File: config.mk
export PLATFORM = sky130hd
export DESIGN_NAME = qkv_read_sequencer
export DESIGN_NICKNAME = d
export VERILOG_FILES = /design/src/rtl/qkv_read_sequencer.sv
export SDC_FILE = /design/constraint.sdc
export NUM_CORES = 1
export LEC_CHECK = 0
export CAP_MARGIN = 20
export CORE_AREA = 2 2 270 272
export DETAILED_ROUTE_END_ITERATION = 12
export DIE_AREA = 0 0 272 274
export PLACE_DENSITY_LB_ADDON = 0.05
export SLEW_MARGIN = 20
export SYNTH_ARGS = -nofsm -noshare
export SYNTH_HDL_FRONTEND = slang
export SYNTH_SLANG_ARGS = --single-unit
export TNS_END_PERCENT = 50
File: constraint.sdc
create_clock -name clk -period 23.3 [get_ports clk]
set_input_delay 4.66 -clock clk [delete_from_list [all_inputs] [get_ports clk]]
set_output_delay 4.66 -clock clk [all_outputs]
set_load 0.02 [all_outputs]
File: src/rtl/qkv_read_sequencer.sv
// Streams {X word, W word} beat pairs from the input and six weight SRAMs to the MAC.
// A read lands in the 2-entry FIFO one cycle after issue; issue stops while FIFO + in-flight would exceed 2.

module qkv_fifo2 #(
   parameter int W = 8
) (
   input  logic         clk,
   input  logic         rst_n,
   input  logic         flush,
   input  logic         push,
   input  logic         pop,
   input  logic [W-1:0] din,
   output logic [W-1:0] dout,
   output logic [1:0]   count
);
   logic [W-1:0] mem [2];
   logic         wr_ptr;
   logic         rd_ptr;

   always_ff @(posedge clk) begin
      if (!rst_n) begin
         mem[0] <= '0;
         mem[1] <= '0;
         wr_ptr <= 1'b0;
         rd_ptr <= 1'b0;
         count  <= 2'd0;
      end else if (flush) begin
         wr_ptr <= 1'b0;
         rd_ptr <= 1'b0;
         count  <= 2'd0;
      end else begin
         if (push) begin
            mem[wr_ptr] <= din;
            wr_ptr      <= ~wr_ptr;
         end
         if (pop) begin
            rd_ptr <= ~rd_ptr;
         end
         count <= count + {1'b0, push} - {1'b0, pop};
      end
   end

   assign dout = mem[rd_ptr];
endmodule

module qkv_read_sequencer #(
   parameter int ROWS  = 32,
   parameter int COLS  = 48,
   parameter int KW    = 12,
   parameter int NBANK = 6,
   parameter int AW    = 12,
   parameter int DW    = 64
) (
   input  logic                clk,
   input  logic                rst_n,
   input  logic [31:0]         ctrl,
   output logic [31:0]         status,
   output logic                host_lock,
   output logic                in_csbn,
   output logic [AW-1:0]       in_raddr,
   input  logic [DW-1:0]       in_rdata,
   output logic [NBANK-1:0]    w_csbn,
   output logic [AW-1:0]       w_raddr,
   input  logic [NBANK*DW-1:0] w_rdata,
   output logic                beat_valid,
   input  logic                mac_ready,
   output logic [DW-1:0]       beat_in,
   output logic [DW-1:0]       beat_w,
   output logic                beat_first,
   output logic                beat_last,
   output logic [2:0]          beat_bank,
   output logic [4:0]          beat_row,
   output logic [5:0]          beat_col
);
   typedef enum logic [1:0] {IDLE, ISSUE, DRAIN, DONE} state_t;

   typedef struct packed {
      logic [DW-1:0] in_dat;
      logic [DW-1:0] w_dat;
      logic          first;
      logic          last;
      logic [2:0]    bank;
      logic [4:0]    row;
      logic [5:0]    col;
   } beat_t;

   state_t        state;
   state_t        nstate;
   logic          ctrl0_q;
   logic          start;
   logic          done_clr;
   logic          abort;
   logic          busy;
   logic          done_q;
   logic          err_q;
   logic [2:0]    bank_cnt;
   logic [4:0]    row_cnt;
   logic [5:0]    col_cnt;
   logic [3:0]    kw_cnt;
   logic          rd_q;
   logic [2:0]    bank_q;
   logic [4:0]    row_q;
   logic [5:0]    col_q;
   logic [3:0]    kw_q;
   logic [1:0]    fifo_count;
   logic [2:0]    occ;
   logic          credit;
   logic          issue;
   logic          last_beat;
   logic          pop;
   logic          push;
   logic          flush;
   logic          launch;
   logic [DW-1:0] w_sel;
   beat_t         push_dat;
   beat_t         head;
   logic          unused_ctrl;

   assign start       = ctrl[0] & ~ctrl0_q;
   assign done_clr    = ctrl[1];
   assign abort       = ctrl[2];
   assign unused_ctrl = ^ctrl[31:3];
   assign launch      = (state == IDLE) && start && !abort;

   // Occupancy the FIFO would reach if every read in flight lands and nothing more pops.
   assign pop       = beat_valid & mac_ready;
   assign occ       = {1'b0, fifo_count} + {2'b0, rd_q} - {2'b0, pop};
   assign credit    = occ < 3'd2;
   assign issue     = (state == ISSUE) && !abort && credit;
   assign last_beat = (bank_cnt == 3'(NBANK-1)) && (row_cnt == 5'(ROWS-1)) &&
                      (col_cnt == 6'(COLS-1)) && (kw_cnt == 4'(KW-1));
   assign flush     = abort && ((state == ISSUE) || (state == DRAIN));
   assign push      = rd_q && !flush;

   assign in_raddr = AW'(row_cnt) * AW'(KW) + AW'(kw_cnt);
   assign w_raddr  = AW'(col_cnt) * AW'(KW) + AW'(kw_cnt);

   always_ff @(posedge clk) begin
      if (!rst_n) begin
         state <= IDLE;
      end else begin
         state <= nstate;
      end
   end

   always_comb begin
      nstate = state;
      case (state)
         IDLE:    if (launch) nstate = ISSUE;
         ISSUE:   if (abort) nstate = IDLE;
                  else if (issue && last_beat) nstate = DRAIN;
         DRAIN:   if (abort) nstate = IDLE;
                  else if ((fifo_count == 2'd0) && !rd_q) nstate = DONE;
         DONE:    nstate = IDLE;
         default: nstate = IDLE;
      endcase
   end

   always_comb begin
      busy      = (state != IDLE);
      host_lock = busy;
      status    = {29'd0, err_q, done_q, busy};
      in_csbn   = ~issue;
      w_csbn    = issue ? ~(NBANK'(1) << bank_cnt) : '1;
   end

   always_ff @(posedge clk) begin
      if (!rst_n) begin
         ctrl0_q <= 1'b0;
         done_q  <= 1'b0;
         err_q   <= 1'b0;
      end else begin
         ctrl0_q <= ctrl[0];
         if (done_clr) begin
            done_q <= 1'b0;
            err_q  <= 1'b0;
         end
         if (launch) done_q <= 1'b0;
         if (busy && start) err_q <= 1'b1;
         if (state == DONE) done_q <= 1'b1;
      end
   end

   // Loop nest bank > row > col > kw, advanced once per issued read.
   always_ff @(posedge clk) begin
      if (!rst_n || launch) begin
         bank_cnt <= '0;
         row_cnt  <= '0;
         col_cnt  <= '0;
         kw_cnt   <= '0;
      end else if (issue) begin
         if (kw_cnt == 4'(KW-1)) begin
            kw_cnt <= '0;
            if (col_cnt == 6'(COLS-1)) begin
               col_cnt <= '0;
               if (row_cnt == 5'(ROWS-1)) begin
                  row_cnt  <= '0;
                  bank_cnt <= bank_cnt + 3'd1;
               end else begin
                  row_cnt <= row_cnt + 5'd1;
               end
            end else begin
               col_cnt <= col_cnt + 6'd1;
            end
         end else begin
            kw_cnt <= kw_cnt + 4'd1;
         end
      end
   end

   always_ff @(posedge clk) begin
      if (!rst_n) begin
         rd_q   <= 1'b0;
         bank_q <= '0;
         row_q  <= '0;
         col_q  <= '0;
         kw_q   <= '0;
      end else begin
         rd_q   <= issue;
         bank_q <= bank_cnt;
         row_q  <= row_cnt;
         col_q  <= col_cnt;
         kw_q   <= kw_cnt;
      end
   end

   always_comb begin
      w_sel = '0;
      for (int b = 0; b < NBANK; b++) begin
         if (bank_q == 3'(b)) w_sel = w_rdata[b*DW +: DW];
      end
   end

   always_comb begin
      push_dat.in_dat = in_rdata;
      push_dat.w_dat  = w_sel;
      push_dat.first  = (kw_q == 4'd0);
      push_dat.last   = (kw_q == 4'(KW-1));
      push_dat.bank   = bank_q;
      push_dat.row    = row_q;
      push_dat.col    = col_q;
   end

   qkv_fifo2 #(
      .W($bits(beat_t))
   ) u_fifo (
      .clk   (clk),
      .rst_n (rst_n),
      .flush (flush),
      .push  (push),
      .pop   (pop),
      .din   (push_dat),
      .dout  (head),
      .count (fifo_count)
   );

   assign beat_valid = (fifo_count != 2'd0);
   assign beat_in    = head.in_dat;
   assign beat_w     = head.w_dat;
   assign beat_first = head.first;
   assign beat_last  = head.last;
   assign beat_bank  = head.bank;
   assign beat_row   = head.row;
   assign beat_col   = head.col;
endmodule

---- After elaboration in Yosys (flattened, before gate mapping) ----
Memory sizes are Yosys's and may differ from the RTL's. A register that Yosys moved wholly into a read port is not among the register bits.
Cells that the tools add are included.
storage, ports and cells
  RAM bits ................................ 288
  output and inout port bits .............. 209
  bits of input ports ..................... 483
  flip-flop bits (word level) ............. 46
  logic and storage cells ................. 117
  memories kept ........................... 1
operators by class
  reduce and logical (&&, ||, !) cells .... 32
  shift operators ......................... 1
  add/subtract/negate cells ............... 10
  $lt $le $gt $ge ......................... 1
  mux-type cells .......................... 30
  equal/unequal tests ..................... 16
  multipliers ............................. 2
  bitwise operators ....................... 8
memory list
  name        depth  width  rd ports  clocked after memory_dff  write ports  RTL line  source
  u_fifo.mem  2      144    1         1                         2            16        logic [W-1:0] mem [2];
operator list
  kind                 number
  $mux 64              6
  $mux 144             1
  $reduce_or 144->1    1
  $mux 1               13
  $logic_and 1x1->1    12
  $mux 6               2
  $add 10x4->11        1
  $add 9x4->10         1
  $mux 2               5
  $eq 3x3->1 const B   3
  $eq 4x4->1 const B   2
  $mul 6x2->8 const B  1
  $pmux 2 s4           1
  $mul 5x2->7 const B  1
  $add 6x1->6 const B  1
  $eq 3x2->1 const B   2
  $eq 6x6->1 const B   1
  $ne 3x2->1 const B   2
  $not 6->6            1
  $reduce_and 3->1     2
  $reduce_bool 2->1    3
  $shl 1x3->6 const A  1
  $add 5x1->5 const B  1
  $eq 5x5->1 const B   1
  other kinds (24)     35

---- Depth between registers and ports, before layout ----
Gate-level depths: netlist (run 1).
  word-level depth ........................ 11
  depth in mapped cells ................... 16

---- By module ----
A second synthesis (run 1) with hierarchy kept.
second synthesis, totals
  cell total of the unflattened synthesis .. 1562
  area total of the unflattened synthesis .. 19013.2 um2
by module, submodules not included
  module              cells each  area each (um2)  seq. area each (um2)  instances
  qkv_fifo2           825         13222.7          8748.4                1
  qkv_read_sequencer  737         5790.6           840.8                 1

---- Worst setup path after synthesis (run 1) ----
No wires, ideal clock.
  path kind ............................... input port to flip-flop
  start point ............................. in ctrl[2]
  end point ............................... mem u_fifo.mem[0][0] (netlist bit), enable pin
  required time ........................... 22.454 ns
  arrival ................................. 14.901 ns
  stages .................................. 3
  buffers on the path ..................... 0
  slack ................................... 7.553 ns
  setup time .............................. 0.846 ns
  path through ............................ nand2_1 -> nand2_1 -> o21ai_0
RTL lines
  what                RTL line  source
  start: declaration  56        input logic [31:0] ctrl,
  end: declaration    16

---- Final worst setup path (run 1) ----
  start point ............................. in mac_ready
  end point ............................... out w_csbn[2]
between the ends
  cells in the longest elaborated chain, start to end .. 5
RTL lines
  what                RTL line  source
  start: declaration  66        input logic mac_ready,
  $and 1x1->1         126       assign pop = beat_valid & mac_ready;
  net pop             110       logic pop;
  $sub 3x1->3         127       assign occ = {1'b0, fifo_count} + {2'b0, rd_q} - {2'b0, pop};
  $lt 3x2->1          128       assign credit = occ < 3'd2;
  $logic_and 1x1->1   129       assign issue = (state == ISSUE) && !abort && credit;
  $mux 6              164       w_csbn = issue ? ~(NBANK'(1) << bank_cnt) : '1;
  end: declaration    62        output logic [NBANK-1:0] w_csbn,
The timed path passes the listed nets, and every way through them passes these cells.

==> run_results.csv, run 1 <==
group,metric,value,unit
setup_path,worstSetupStartpoint,"mac_ready",
pwr,power_frac_seq,40.2,%
timing,whs,0.500,ns
timing,slew_violations,0,
pwr,power_density,66.7,mW/mm^2
timing,fmax,81.2,MHz
synthesis,synth-seq-cells,335,
layout,nFillCells,7156,
synthesis,synth_flop_cell,"edfxtp_1",
hold_path,hold_start,"state[1]",
pwr,leakage,9.54,nW
synthesis,synth-edff-count,288,
layout,area_growth,47.2,%
timing,fin_crit,12.32,ns
layout,drive_gt1_share,15.7,%
clock_network,post_cts_buffers,0,
pwr,power_frac_clock,34.7,%
layout,nNetsFinal,2527,
setup_path,critPathLaunchType,"primary input",
layout,layout_commonest_cell,"clkdlybuf4s50_1",
floorplanning,io-pin-count,692,
timing,fin_ws,10.98,ns
global_route,grt_max_degree,78,
synthesis,syn_inst,1420,
clock_network,clock_latency,0.56,ns
global_route,overflow,0,
timing,tightest_slew,1.05,ns
timing,setup_viol,0,
setup_path,r2r_start,"bank_q[0]",
pwr,switching_share,27.7,%
hold_path,min_path_type,"reg -> reg",
layout,final_cell_mix,"clkdlybuf4s50_1, edfxtp_1, mux2_2, and2_1, nor2_1",
global_route,grt_pass1_vias,13500,
layout,multi_input_area,0.00760,sq mm
floorplanning,die_h,274,microns
clock_network,root_buffer,"clkbuf_16",
place,io_buffers,630,
clock_network,clk_path_buf_depth,3,
global_route,antenna_found_initial,30,
layout,regArea,0.00960,sq mm
floorplanning,die_x,272,microns
detailed_routing,vias,13700,
synthesis,async_flop_share,0,%
pwr,ir_drop,0.0440,mV
clock_network,cts_buffers,41,
detailed_routing,ant_nets,0,
detailed_routing,drt_wl_total,74200,microns
floorplanning,initial_core_util,24.7,%
pwr,p_int,0.00126,W
pwr,power_frac_comb,25.1,%
global_route,grt_usage,19.0,%
global_route,grt_pass1_wl,101000,microns
detailed_routing,drt_iter0_drc,805,
timing,grt_setup_unrepaired,"no",
setup_path,crit_path_max_fanout,9,
floorplanning,die_area,0.0745,sq mm
pwr,p_sw,0.000483,W
clock_network,tritoncts,"yes",
timing,final-hold-violation-count,0,
detailed_routing,wl_per_cell,24.7,microns
timing,fin_crit_sh,52.9,%
run_status,status,"finished clean",
setup_path,worstPathRequired,18.64,ns
detailed_routing,avgViaCountPerCell,4.57,
timing,finClkSkew,0.0209,ns
setup_path,crit_path_end_kind,"output pin",
place,routabilityCongestion,0.820,
synthesis,synth.avg_cell_area,12.5,sq um
setup_path,critical_path_arrival,7.66,ns
setup_path,critPathKind,"in -> out",
synthesis,synthesis.area,0.0178,sq mm
clock_network,cts_resized,0,
synthesis,seq_area_frac_synth,53.9,%
timing,maxSlewHeadroom,29.3,%
timing,tns,0,ns
place,hpwlAfterDp,53800,microns
floorplanning,num_rows,99,
detailed_routing,drt_pass1_iterations,8,
job,cap_violations,0,
floorplanning,core_area,0.0720,sq mm
clock_network,h-tree-depth,2,
detailed_routing,drc,0,
clock_network,hold_buffers,0,
synthesis,synth.distinct_cells,58,
clock_network,clk_pin_slew,0.06,ns
clock_network,cts.sinks,335,
synthesis,yosys_warnings,0,
place,place_ws,10.96,ns
## Yosys cell counts (2+ instances only)
cell	instances	area, sq um
a21o_1	6	45.0
nor2_1	165	619
mux2_1	14	158
buf_4	39	293
dfxtp_1	47	941
a222oi_1	34	340
inv_1	19	71.3
mux2i_1	37	370
a211oi_1	2	15.0
and2_1	177	1110
clkbuf_1	78	293
xor2_1	14	123
mux2_2	195	2200
nor3b_1	5	37.5
o21ai_1	2	10.0
a21oi_1	15	75.1
xnor2_1	15	131
mux4_2	30	676
or4_1	3	22.5
a22oi_1	30	225
nand4_1	6	37.5
fa_1	5	100
buf_2	9	45.0
ha_1	33	413
and3_1	4	25.0
nand2_1	57	214
nand3_1	9	45.0
buf_6	2	22.5
nand4b_1	3	26.3
nand2b_1	2	12.5
o21ai_0	40	200
buf_1	7	26.3
edfxtp_1	288	8650
a31oi_1	2	12.5
nor3_1	3	15.0
## final timing paths
kind / endpoint / slack [ns] / depth (start not counted)
max: w_csbn[2] / 10.98 / 12
min: state[1] / 0.50 / 2
max reg2reg: u_fifo.mem[0][74] / 19.70 / 6
min reg2reg: state[1] / 0.50 / 2
## through the flow
stage                     std cells  util, %  total power, W  area, sq um
after global routing           3000     36.4         0.00182        26200
after global placement         2922     34.6         0.00116        24900
after floorplan                1451        -        0.000933        17900
final                          3003     36.4         0.00175        26200
after CTS                      2997     36.4         0.00178        26200
after detailed placement       2922     34.6         0.00116        24900
## flip-flops by register name, summed over array words and instances, names as in the netlist, 2 cells and up, named ones only
signal / cells
u_fifo.mem: 288
col_cnt: 6
col_q: 6
row_cnt: 5
row_q: 5
kw_cnt: 4
kw_q: 4
bank_cnt: 3
bank_q: 3
state: 2
u_fifo.count: 2
## critical path, cell delays in order
cell	delay (ns)
clkdlybuf4s50_1	0.46
and2_1	0.15
ha_1	0.24
inv_1	0.08
nand2_1	0.07
fa_1	0.38
xnor2_1	0.20
and3_1	0.50
inv_6	0.07
nor2_1	0.19
nand2_1	0.10
clkdlybuf4s50_1	0.55
## cell type report
type                       instances  share of cell area [%]
clock inverter                    22                   0.607
tap                              959                    4.58
antenna                            6                  0.0573
multi-input combinational        960                    29.0
sequential                       335                    36.7
inverter                          21                   0.320
timing repair buffer             647                    24.6
clock buffer                      53                    4.17
## logic make-up after synthesis
family / count (synthesis) / share of synthesized area [%]
simple gates: 446 / 12.7
compound gates: 139 / 5.64
other cells: 1 / 0.0211
fa+ha+maj: 38 / 2.88
flops: 335 / 53.9
xor+xnor: 29 / 1.43
mux: 276 / 19.1
buf+inv: 156 / 4.29
## power groups by stage
stage	combinational [W]	clock (W)	sequential, W
2_1_floorplan	0.000217	0	0.000716
5_1_grt	0.000465	0.000650	0.000706
3_3_place_gp	0.000448	0	0.000714
3_5_place_dp	0.000446	0	0.000716
4_1_cts	0.000449	0.000627	0.000703
6_report	0.000439	0.000606	0.000702
## per-layer routing
layer  wire length (microns)  vias up  track usage, %
met1                   29600     6820            23.2
met2                   36300      444            31.6
met4                    1810       40            5.42
met3                    6290      119            6.71
met5                     234        -               0
li1                        -     6310               -
No activity file was read; power rests on OpenSTA's default activity.
==> run 2: changes to the inputs <==
--- a/config.mk
+++ b/config.mk
@@ -6,9 +6,9 @@
 export NUM_CORES = 1
 export LEC_CHECK = 0
 export CAP_MARGIN = 20
-export CORE_AREA = 2 2 270 272
+export CORE_AREA = 2 2 271 273
 export DETAILED_ROUTE_END_ITERATION = 12
-export DIE_AREA = 0 0 272 274
+export DIE_AREA = 0 0 273 275
 export PLACE_DENSITY_LB_ADDON = 0.05
 export SLEW_MARGIN = 20
 export SYNTH_ARGS = -nofsm -noshare
==> constraint.sdc (replaced) <==
create_clock -name clk -period 12 [get_ports clk]
set_input_delay 2.4 -clock clk [delete_from_list [all_inputs] [get_ports clk]]
set_output_delay 2.4 -clock clk [all_outputs]
set_load 0.02 [all_outputs]
==> run 2 against run 1 <==
Against the previous run:
- core utilization is 0.24 points lower
- setup slack got worse by 6.8 ns
- register-to-register slack worse by 12 ns
==> run_results.csv, run 2 (same netlist as run 1, synthesis figures left out) <==
group,metric,value,unit
pwr,finalPower,0.00334,W
clock_network,hold_buffers,0,
detailed_routing,avgViaCountPerCell,4.49,
setup_path,r2r_slack,7.74,ns
detailed_routing,ant_nets,0,
setup_path,worstPathRequired,9.60,ns
layout,layout_commonest_cell,"clkdlybuf4s50_1",
setup_path,cpPeakStageDelay,0.55,ns
detailed_routing,drt_pass1_iterations,5,
pwr,leakage,9.51,nW
clock_network,clk_path_buf_depth,3,
timing,fin_crit_sh,65.2,%
detailed_routing,wl_per_cell,23.6,microns
pwr,power_frac_comb,25.4,%
floorplanning,io-pin-count,692,
clock_network,tritoncts,"yes",
timing,tns,0,ns
setup_path,cp_slowest_cell,"clkdlybuf4s50_1",
pwr,power_density,128,mW/mm^2
floorplanning,core_area,0.0723,sq mm
pwr,p_sw,0.000919,W
setup_path,cp-endpoint,"w_csbn[1]",
setup_path,critPathLaunchType,"primary input",
layout,stdcell_area,0.0261,sq mm
hold_path,hold_start,"state[1]",
place,io_buffers,630,
pwr,power_frac_seq,40.9,%
timing,setup_viol,0,
clock_network,cts.sinks,335,
layout,nNetsFinal,2529,
detailed_routing,vias,13400,
setup_path,critical_path_arrival,5.43,ns
clock_network,cts_buffers,41,
hold_path,min_path_type,"reg -> reg",
global_route,overflow,0,
layout,largest_reg_flops,288,
clock_network,post_cts_buffers,0,
run_status,status,"finished clean",
global_route,grt_usage,17.9,%
timing,final-hold-violation-count,0,
setup_path,crit_path_max_fanout,9,
setup_path,critPathKind,"in -> out",
setup_path,r2r_start,"state[0]",
clock_network,cts_resized,0,
detailed_routing,drt_wl_total,70800,microns
timing,fin_crit,7.83,ns
place,hpwlAfterDp,51200,microns
setup_path,worstSetupStartpoint,"mac_ready",
detailed_routing,drc,0,
pwr,switching_share,27.5,%
place,routabilityCongestion,0.808,
pwr,power_frac_clock,33.7,%
setup_path,crit_path_end_kind,"output pin",
setup_path,timing.rr.end,"u_fifo.mem[1][120]",
floorplanning,die_area,0.0751,sq mm
floorplanning,initial_core_util,24.6,%
setup_path,rr_worst_depth,10,
layout,final_cell_mix,"clkdlybuf4s50_1, edfxtp_1, mux2_2, and2_1, nor2_1",
layout,top_register,"u_fifo.mem",
pwr,ir_drop,0.0860,mV
floorplanning,die_h,275,microns
job,cap_violations,0,
timing,tightest_slew,1.01,ns
clock_network,root_buffer,"clkbuf_16",
global_route,grt_pass1_vias,13500,
global_route,antenna_found_initial,21,
layout,area_growth,47.0,%
place,placed_cell_area,0.0250,sq mm
timing,grt_setup_unrepaired,"no",
layout,drive_gt1_share,15.4,%
timing,fmax,128,MHz
global_route,grt_pass1_wl,97000,microns
setup_path,crit_path_cell_trace,"clkdlybuf4s50_1 > and2_1 > ha_1 > inv_1 > nand2_1 > fa_1 > xnor2_1 > and3_1 > inv_6 > nor2_1 > nand2_1 > clkdlybuf4s50_1",
layout,top_regs,"u_fifo.mem x288, col_cnt x6, col_q x6",
pwr,p_int,0.00242,W
timing,maxSlewHeadroom,33.0,%
clock_network,clk_pin_slew,0.06,ns
timing,finClkSkew,0.0249,ns
floorplanning,num_rows,99,
clock_network,h-tree-depth,2,
floorplanning,die_x,273,microns
global_route,grt_max_degree,78,
clock_network,clock_latency,0.56,ns
detailed_routing,drt_iter0_drc,799,
timing,slew_violations,0,
## run 2: power by group through the flow
| stage | Combinational [W] | Clock [W] | Sequential, W |
|---|---|---|---|
| after global routing | 0.000898 | 0.00121 | 0.00138 |
| after CTS | 0.000868 | 0.00117 | 0.00137 |
| after detailed placement | 0.000862 | 0 | 0.00139 |
| after floorplan | 0.000422 | 0 | 0.00138 |
| after global placement | 0.000863 | 0 | 0.00139 |
| final | 0.000847 | 0.00113 | 0.00137 |
## run 2: how the worst min path moves through the flow
stage / endpoint / slack, ns / cells after the start
4_1_cts: state[1] / 0.50 / 2
3_3_place_gp: state[1] / 0.49 / 2
5_1_grt: u_fifo.mem[0][7] / 0.53 / 1
3_5_place_dp: state[1] / 0.49 / 2
6_report: state[1] / 0.50 / 2
2_1_floorplan: done_q / 0.45 / 2
## run 2: stage by stage
| step | cells | hold WS [ns] | utilization, % | worst slack [ns] |
|---|---|---|---|---|
| floorplan | 1451 | 0.449 | - | 2.40 |
| global placement | 2923 | 0.493 | 34.5 | 4.15 |
| detailed placement | 2924 | 0.492 | 34.5 | 4.17 |
| CTS | 2994 | 0.501 | 36.1 | 4.15 |
| global route | 2996 | 0.533 | 36.1 | 3.96 |
| finish | 2997 | 0.499 | 36.1 | 4.17 |
## run 2: cell type report
type,instances,area (sq um)
diodes,3,7.51
clock buffers,56,1080
clock inverters,14,101
fillers,7196,46200
inverters,21,83.8
multi-input cells,960,7600
flip-flops and latches,335,9600
well taps,959,1200
repair buffers,649,6470
## run 2: worst max-delay path: cells and delay by family
kind          cells  cell delay [ns]
xor+xnor          1             0.20
fa+ha+maj         2             0.61
buf+inv           4             1.15
simple gates      5             1.07
## run 2: metal layers
metal  track usage, %  share of wire [%]  vias to the layer above
met1             22.5                 41                     6580
met4             5.06                2.4                       28
li1                 -                  -                     6300
met5                0               0.24                        -
met3             5.16                6.9                      106
met2             29.9                 49                      428
==> run 3: changes to the inputs <==
==> constraint.sdc (replaced) <==
create_clock -name clk -period 7.5 [get_ports clk]
set_input_delay 1.5 -clock clk [delete_from_list [all_inputs] [get_ports clk]]
set_output_delay 1.5 -clock clk [all_outputs]
set_load 0.02 [all_outputs]
==> run 3 against run 2 <==
Against the previous run:
- die area stayed put
- clock skew is 0.0066 ns higher
- first-iteration DRC count is 0.50% lower
- setup slack worse by 2.7 ns
- design area is 0.75% higher
- power is 67% higher
- core utilization is 0.27 points higher
- sequential cell count stayed put
- cell count is 0.20% higher
- critical path type unchanged
- largest cell class unchanged
==> run_results.csv, run 3 (same netlist as run 1, synthesis figures left out) <==
group,metric,value,unit
setup_path,crit_path_max_fanout,9,
clock_network,cts.sinks,335,
global_route,grt_usage,18.0,%
layout,top_register,"u_fifo.mem",
setup_path,critPathLaunchType,"primary input",
clock_network,post_cts_buffers,0,
clock_network,tritoncts,"yes",
floorplanning,initial_core_util,24.6,%
floorplanning,die_x,273,microns
detailed_routing,ant_nets,0,
clock_network,cts_resized,0,
setup_path,worstPathRequired,6.00,ns
clock_network,clock_latency,0.57,ns
place,routabilityCongestion,0.810,
clock_network,root_buffer,"clkbuf_16",
clock_network,hold_buffers,0,
global_route,antenna_found_initial,22,
timing,fin_crit_sh,80.3,%
setup_path,rr_worst_depth,14,
layout,largest_reg_flops,288,
timing,slew_violations,0,
setup_path,critical_path_arrival,4.52,ns
layout,top_regs,"u_fifo.mem x288, col_cnt x6, col_q x6",
detailed_routing,drc,0,
layout,finalNonFillerCells,3003,
timing,whs,0.498,ns
place,dp_cells,2922,
run_status,status,"finished clean",
setup_path,crit_path_end_kind,"output pin",
clock_network,clk_pin_slew,0.05,ns
layout,nNetsFinal,2528,
place,hpwlAfterDp,51700,microns
clock_network,h-tree-depth,2,
floorplanning,die_h,275,microns
global_route,grt_pass1_wl,97300,microns
pwr,ir_drop,0.167,mV
timing,maxSlewHeadroom,16.4,%
floorplanning,core_area,0.0723,sq mm
detailed_routing,vias,13600,
setup_path,worstSetupStartpoint,"mac_ready",
timing,fin_crit,6.02,ns
timing,setup_viol,0,
floorplanning,num_rows,99,
layout,final_cell_mix,"clkdlybuf4s50_1, edfxtp_1, mux2_2, and2_1, nor2_1",
detailed_routing,drt_wl_total,71500,microns
setup_path,cp-endpoint,"w_csbn[2]",
clock_network,cts_buffers,42,
layout,area_growth,48.1,%
setup_path,critPathKind,"in -> out",
setup_path,cp_slowest_cell,"clkdlybuf4s50_1",
timing,fmax,166,MHz
detailed_routing,avgViaCountPerCell,4.52,
clock_network,clk_path_buf_depth,3,
layout,layout_commonest_cell,"clkdlybuf4s50_1",
setup_path,crit_path_cell_trace,"clkdlybuf4s50_1 > and2_1 > ha_1 > inv_1 > nand2_1 > fa_1 > xnor2_1 > and3_1 > inv_6 > nor2_1 > nand2_1 > clkdlybuf4s50_1",
timing,tightest_slew,1.24,ns
detailed_routing,drt_pass1_iterations,5,
job,cap_violations,0,
global_route,grt_pass1_vias,13600,
timing,finClkSkew,0.0315,ns
setup_path,timing.rr.end,"state[1]",
timing,grt_setup_unrepaired,"no",
setup_path,r2r_slack,4.02,ns
detailed_routing,wl_per_cell,23.8,microns
floorplanning,io-pin-count,692,
timing,final-hold-violation-count,0,
hold_path,hold_path_depth,2,
detailed_routing,drt_iter0_drc,795,
setup_path,cpPeakStageDelay,0.55,ns
global_route,overflow,0,
place,io_buffers,630,
hold_path,min_path_type,"reg -> reg",
timing,tns,0,ns
setup_path,r2r_start,"u_fifo.count[1]",
global_route,grt_max_degree,103,
layout,drive_gt1_share,15.7,%
pwr,leakage,9.60,nW
floorplanning,die_area,0.0751,sq mm
pwr,power_density,212,mW/mm^2
[run 3: changes by cell type in the layout (fill, tap and decap cells not counted), moves of 3 or more]
| cell | change |
|---|---|
| clkbuf_16 | +3 |
| clkbuf_1 | -5 |
| buf_12 | +3 |
| bufinv_16 | +3 |
| clkinv_1 | +3 |
| buf_4 | -4 |
[run 3: worst max-delay path: cells and delay by family]
kind,cells,cell delay (ns)
buffers and inverters,4,1.17
AND/OR/NAND/NOR,5,1.04
XOR/XNOR,1,0.18
adder cells (fa/ha/maj),2,0.63
[run 3: layout make-up]
cell class,instances,area [sq um]
timing repair buffer,647,6470
multi-input combinational,960,7600
inverter,21,83.8
clock inverter,22,223
fill,7147,46000
sequential,335,9600
tap,959,1200
antenna,4,10.0
clock buffer,55,1150
[run 3: worst min path at each step]
stage,from,to,slack [ns]
6_report,done_q,done_q,0.50
5_1_grt,bank_cnt[0],bank_q[0],0.54
4_1_cts,state[1],state[1],0.51
3_5_place_dp,done_q,done_q,0.50
3_3_place_gp,state[1],state[1],0.49
2_1_floorplan,done_q,done_q,0.45
[run 3: per-layer routing]
metal | wire [microns] | part of all wire (%) | GRT usage [%]
met1 | 29100 | 41 | 22.1
met2 | 35700 | 50 | 30.6
met3 | 5310 | 7.4 | 5.54
met4 | 1280 | 1.8 | 4.41
met5 | 178 | 0.25 | 0
[run 3: metrics by stage]
step / setup slack (ns) / power (W) / area, sq um / util, %
after floorplan: 1.45 / 0.00288 / 17900 / -
after global placement: 1.49 / 0.00361 / 25000 / 34.5
after detailed placement: 1.46 / 0.00361 / 25000 / 34.5
after CTS: 1.44 / 0.00569 / 26300 / 36.4
after global routing: 1.26 / 0.00581 / 26300 / 36.4
final: 1.48 / 0.00558 / 26300 / 36.4
[run 3: where the power goes]
part	total (W)	switching, W	internal [W]
combinational	0.00137	0.000668	0.000699
sequential	0.00218	0.0000485	0.00213
clock	0.00203	0.000811	0.00122
total	0.00558	0.00153	0.00406
